### config.mk
export PLATFORM = sky130hd
export DESIGN_NAME = rca_result_collector
export DESIGN_NICKNAME = d
export VERILOG_FILES = /design/src/rtl/rca_pkg.sv /design/src/rtl/rca_res_fifo.sv /design/src/rtl/rca_result_collector.sv
export SDC_FILE = /design/constraint.sdc
export NUM_CORES = 1
export LEC_CHECK = 0
export ABC_AREA = 1
export BUFFER_PORTS_ARGS = -buffer_cell sky130_fd_sc_hd__buf_4
export CORE_MARGIN = 1
export CORE_UTILIZATION = 55
export CTS_BUF_LIST = sky130_fd_sc_hd__clkbuf_4 sky130_fd_sc_hd__clkbuf_8
export CTS_CLUSTER_SIZE = 8
export DETAILED_ROUTE_END_ITERATION = 8
export PLACE_DENSITY = 0.8
export SLEW_MARGIN = 10
export SYNTH_ARGS = -nofsm -noshare
export SYNTH_HDL_FRONTEND = slang
export SYNTH_SLANG_ARGS = --single-unit
### constraint.sdc
create_clock -name clk -period 2.1 [get_ports clk]
set_input_delay 0 -clock clk [delete_from_list [all_inputs] [get_ports clk]]
set_output_delay 0 -clock clk [all_outputs]
set_load 0.05 [all_outputs]
### src/rtl/rca_pkg.sv
// Shared widths and default latency for the RCA adder and its result collector.
// Keeping them here lets the adder, the collector and the bench agree on latency.
package rca_pkg;
  localparam int RCA_W       = 4;
  localparam int RES_W       = RCA_W + 1;
  localparam int RCA_LAT_DEF = 4;

  typedef logic [RES_W-1:0] rca_res_t;
endpackage

### src/rtl/rca_res_fifo.sv
// Generic first-word-fall-through FIFO: dout always shows the head entry.
// A push while full is accepted only if the head is popped on the same edge.
module rca_res_fifo #(
  parameter int W     = 5,
  parameter int DEPTH = 4
) (
  input  logic                   clk,
  input  logic                   rst_n,
  input  logic                   push,
  input  logic                   pop,
  input  logic [W-1:0]           din,
  output logic [W-1:0]           dout,
  output logic [$clog2(DEPTH):0] count,
  output logic                   full,
  output logic                   empty
);
  localparam int AW = $clog2(DEPTH);
  localparam int CW = AW + 1;

  logic [W-1:0]  mem_q [DEPTH];
  logic [AW-1:0] wr_ptr_q, rd_ptr_q;
  logic [CW-1:0] count_q;
  logic          do_push, do_pop;

  assign full    = (count_q == CW'(DEPTH));
  assign empty   = (count_q == '0);
  assign do_pop  = pop && !empty;
  assign do_push = push && (!full || do_pop);
  assign dout    = mem_q[rd_ptr_q];
  assign count   = count_q;

  // Storage carries no reset; only the pointers and occupancy define validity.
  always_ff @(posedge clk) begin
    if (do_push) mem_q[wr_ptr_q] <= din;
  end

  always_ff @(posedge clk or negedge rst_n) begin
    if (!rst_n) begin
      wr_ptr_q <= '0;
      rd_ptr_q <= '0;
      count_q  <= '0;
    end else begin
      if (do_push) wr_ptr_q <= wr_ptr_q + AW'(1);
      if (do_pop)  rd_ptr_q <= rd_ptr_q + AW'(1);
      case ({do_push, do_pop})
        2'b10:   count_q <= count_q + CW'(1);
        2'b01:   count_q <= count_q - CW'(1);
        default: count_q <= count_q;
      endcase
    end
  end
endmodule

### src/rtl/rca_result_collector.sv
// Capture stage behind the pipelined RCA: a valid delay line marks real results,
// which are buffered in a FWFT FIFO and returned as issue credit to the source.
module rca_result_collector
  import rca_pkg::*;
#(
  parameter int LAT   = RCA_LAT_DEF,
  parameter int DEPTH = 4
) (
  input  logic                   clk,
  input  logic                   rst_n,
  input  logic                   in_valid,
  input  logic [RCA_W-1:0]       sum,
  input  logic                   cout,
  output logic                   issue_ready,
  output logic                   out_valid,
  output rca_res_t               out_data,
  input  logic                   out_ready,
  output logic [$clog2(DEPTH):0] count,
  output logic                   overflow
);
  localparam int CW  = $clog2(DEPTH) + 1;
  localparam int IFW = $clog2(LAT + 1);
  localparam int SW  = ((CW > IFW) ? CW : IFW) + 1;

  // Handshake: the consumer takes the head on any edge where out_valid && out_ready.
  logic [LAT-1:0] vpipe_q, vpipe_d;
  logic [IFW-1:0] in_flight_q, in_flight_d;
  logic           overflow_q, overflow_d;
  logic           arrive, pop_fire, fifo_full, fifo_empty;
  logic [SW-1:0]  credit_used;

  assign arrive      = vpipe_q[LAT-1];
  assign out_valid   = !fifo_empty;
  assign pop_fire    = out_valid && out_ready;
  assign overflow    = overflow_q;
  assign credit_used = SW'(count) + SW'(in_flight_q);
  assign issue_ready = (credit_used < SW'(DEPTH));

  always_comb begin
    vpipe_d     = (vpipe_q << 1) | LAT'(in_valid);
    in_flight_d = in_flight_q;
    case ({in_valid, arrive})
      2'b10:   in_flight_d = in_flight_q + IFW'(1);
      2'b01:   in_flight_d = in_flight_q - IFW'(1);
      default: in_flight_d = in_flight_q;
    endcase
    // A result landing on a full FIFO is lost unless the head leaves on the same edge.
    overflow_d = overflow_q | (arrive & fifo_full & ~pop_fire);
  end

  always_ff @(posedge clk or negedge rst_n) begin
    if (!rst_n) begin
      vpipe_q     <= '0;
      in_flight_q <= '0;
      overflow_q  <= 1'b0;
    end else begin
      vpipe_q     <= vpipe_d;
      in_flight_q <= in_flight_d;
      overflow_q  <= overflow_d;
    end
  end

  rca_res_fifo #(
    .W     (RES_W),
    .DEPTH (DEPTH)
  ) u_fifo (
    .clk   (clk),
    .rst_n (rst_n),
    .push  (arrive),
    .pop   (pop_fire),
    .din   ({cout, sum}),
    .dout  (out_data),
    .count (count),
    .full  (fifo_full),
    .empty (fifo_empty)
  );
endmodule

==> impl_metrics.json <==
{
  "status": "finished clean",
  "muxShareOfSynthArea_pct": 0,
  "maxCapViolCount": 0,
  "cts.htree.levels": 2,
  "start_util_pct": 60.3,
  "diodes": 0,
  "critPathRequiredTime_ns": 2.10,
  "synth_area_um2": 1560,
  "crit_chain": "inv_1 -> o21ai_0 -> o22ai_1 -> buf_4",
  "yosys.area_share.xor_xnor_pct": 2.80,
  "rows": 18,
  "insertion_delay_ns": 0.33,
  "finalInstanceArea_um2": 1900,
  "synth_compound_area_share_pct": 6.97,
  "antenna_found_initial": 0,
  "final.period_utilization_pct": 80.4,
  "wire_per_inst_um": 13.1,
  "synth_edf_count": 20,
  "ys_ff_latch": 35,
  "p_leak_nw": 0.834,
  "drive_gt1_share_pct": 21.7,
  "globalplace.congestion": 0.811,
  "nets": 183,
  "routed-via-count": 1019,
  "die_w_um": 55.3,
  "fmax_mhz": 592,
  "path_max_fanout": 12,
  "crit_type": "flop to output port",
  "grt.overflow.total": 0,
  "dp_hpwl_um": 1820,
  "drc": 0,
  "postRouteAntennaNets": 0,
  "cp_slowest_cell": "dfrtp_1",
  "io_pins": 20,
  "ctsLongestPathBuffers": 2,
  "grt_pass1_vias": 984,
  "fin_crit_ns": 1.69,
  "port-buffer-count": 19,
  "synth_adder_area_share_pct": 8.17,
  "drt_wl_total_um": 2570,
  "clkSlewWorstSetupHoldPaths_ns": 0.10,
  "synth-simple-area-share_pct": 14.5,
  "p_total_mw": 3.08,
  "ys_types": 24,
  "synthTopCellsByArea": "edfxtp_1, dfrtp_1, ha_1, nor2_1, inv_1",
  "worst_pin_slew_ns": 0.539,
  "finalClockSkew_ns": 0.0144,
  "cts.sinks": 35,
  "setup_viol": 0,
  "yosys_warnings": 0,
  "maxSlewHeadroom_pct": 64.0,
  "synth_flop_cell": "edfxtp_1",
  "async_flop_share_pct": 42.9,
  "rsz0062_at_grt": "false",
  "slowest_delay_ns": 0.57,
  "holdWs_ns": 0.0332,
  "cts-buffers-inserted": 5,
  "power.density_nw_per_um2": 1620,
  "hold_viol": 0,
  "syn_to_final_growth_pct": 21.9,
  "cpLargestDelayFamily": "flip-flops",
  "gr-usage-all-layers_pct": 19.2,
  "syn_inst": 133,
  "drt_iter0_drc": 25,
  "grt_pass1_wl_um": 4380,
  "ir_drop_v": 0.00127,
  "yosysTopAreaCellShare_pct": 38.5,
  "synth_fp_nets": 151,
  "viasPerCell": 5.20,
  "synth_common_cells": "edfxtp_1, nor2_1, inv_1, dfrtp_1, o21ai_0",
  "core_um2": 2590,
  "tns_ns": 0,
  "path_buf_inv": 2,
  "synth_top_family_by_area": "simple AND/OR/NAND/NOR gates",
  "placed_cell_area_um2": 1740,
  "synth_top_area_cell": "edfxtp_1",
  "hp-class": "input pin to async pin",
  "cts_root_buf": "clkbuf_4",
  "synth-seq-area-share_pct": 62.5,
  "slew_viol_final": 0,
  "die_area_um2": 3060,
  "cp.arrival_ns": 1.69,
  "cp-end-kind": "output port",
  "crit_path_start_kind": "flop",
  "cts_tree": "done",
  "avgSynthCellArea_um2": 11.7,
  "dr.pass1.iters": 4,
  "grt_max_degree": 16,
  "die_y_um": 55.3
}
[cells by family after synthesis]
logic type               Yosys count
XOR/XNOR                           5
AO/OA/AOI/OAI                     20
buffers and inverters             21
adder cells (fa/ha/maj)            9
flip-flops                        35
AND/OR/NAND/NOR                   43
[layout by cell type (no fill, tap or decap), drive strengths merged]
cell type / netlist / final
edfxtp: 20 / 20
buf: 0 / 19
clkbuf: 2 / 7
o21bai: 1 / 1
a21oi: 2 / 2
dlygate4sd3: 0 / 8
inv: 19 / 19
nand3: 4 / 4
ha: 7 / 7
bufinv: 0 / 1
xnor2: 2 / 2
nor4: 1 / 1
dfrtp: 15 / 15
nand4: 2 / 2
fa: 2 / 2
nand2: 14 / 14
o21ai: 12 / 12
o22ai: 5 / 5
xor2: 3 / 3
nor2: 22 / 22
[worst register-to-register path: stages, from the launching register on]
cell,delay (ns)
dfrtp_1,0.43
inv_1,0.14
nor2_1,0.06
nand2_1,0.09
nand2_2,0.11
nor2_1,0.44
[per-stage QoR]
stage / util, % / std cells / setup slack (ns)
floorplan: - / 133 / 0.0913
detailed placement: 67.2 / 180 / 0.471
global placement: 67.2 / 180 / 0.512
CTS: 73.5 / 196 / 0.412
finish: 73.5 / 196 / 0.411
global route: 73.5 / 196 / 0.268
[cell type report]
class                      instances  area, um^2
clock buffer                       7        52.6
clock inverter                     1        30.0
fill                             173         687
inverter                          19        71.3
multi-input combinational         77         513
sequential                        35         976
tap                               30        37.5
timing repair buffer              27         223
[final timing paths]
path                               startpoint            endpoint  slack, ns  depth (start not counted)
setup / recovery           u_fifo.rd_ptr_q[0]         out_data[0]       0.41                          4
hold / removal                          rst_n      in_flight_q[0]       0.03                          2
setup reg to reg              u_fifo.count[2]  u_fifo.mem_q[2][3]       0.46                          5
hold reg to reg                    vpipe_q[2]          vpipe_q[3]       0.36                          0
max in group asynchronous               rst_n     u_fifo.count[1]       1.88                          2
min in group clk                     in_valid          vpipe_q[0]       0.32                          2
[what timing repair did]
action / in CTS / in global routing
endpoints found under the hold margin: 37 / 0
setup buffers: 0 / 0
gates resized for setup: 0 / 0
endpoints found under the setup margin: 0 / 0
hold buffers: 8 / 0
[per-layer routing]
layer,vias to the layer above,global-route usage [%],wire (um)
li1,506,-,-
met1,483,24.2,1130
met2,23,29.6,1260
met3,7,7.03,105
met4,0,8.57,70
met5,-,0,0
[flip-flops by register name, indices dropped and copies added (netlist names)]
register / count
u_fifo.rd_ptr_q: 2
u_fifo.mem_q: 20
overflow: 1
in_flight_q: 3
vpipe_q: 4
u_fifo.wr_ptr_q: 2
u_fifo.count: 3
[power breakdown]
part	internal, mW	leakage, nW	switching [mW]
registers	0.924	0.357	0.164
logic	0.486	0.431	1.02
clock network	0.278	0.0463	0.202
total	1.69	0.834	1.39
Note: power is estimated with default switching activity, not from simulation.
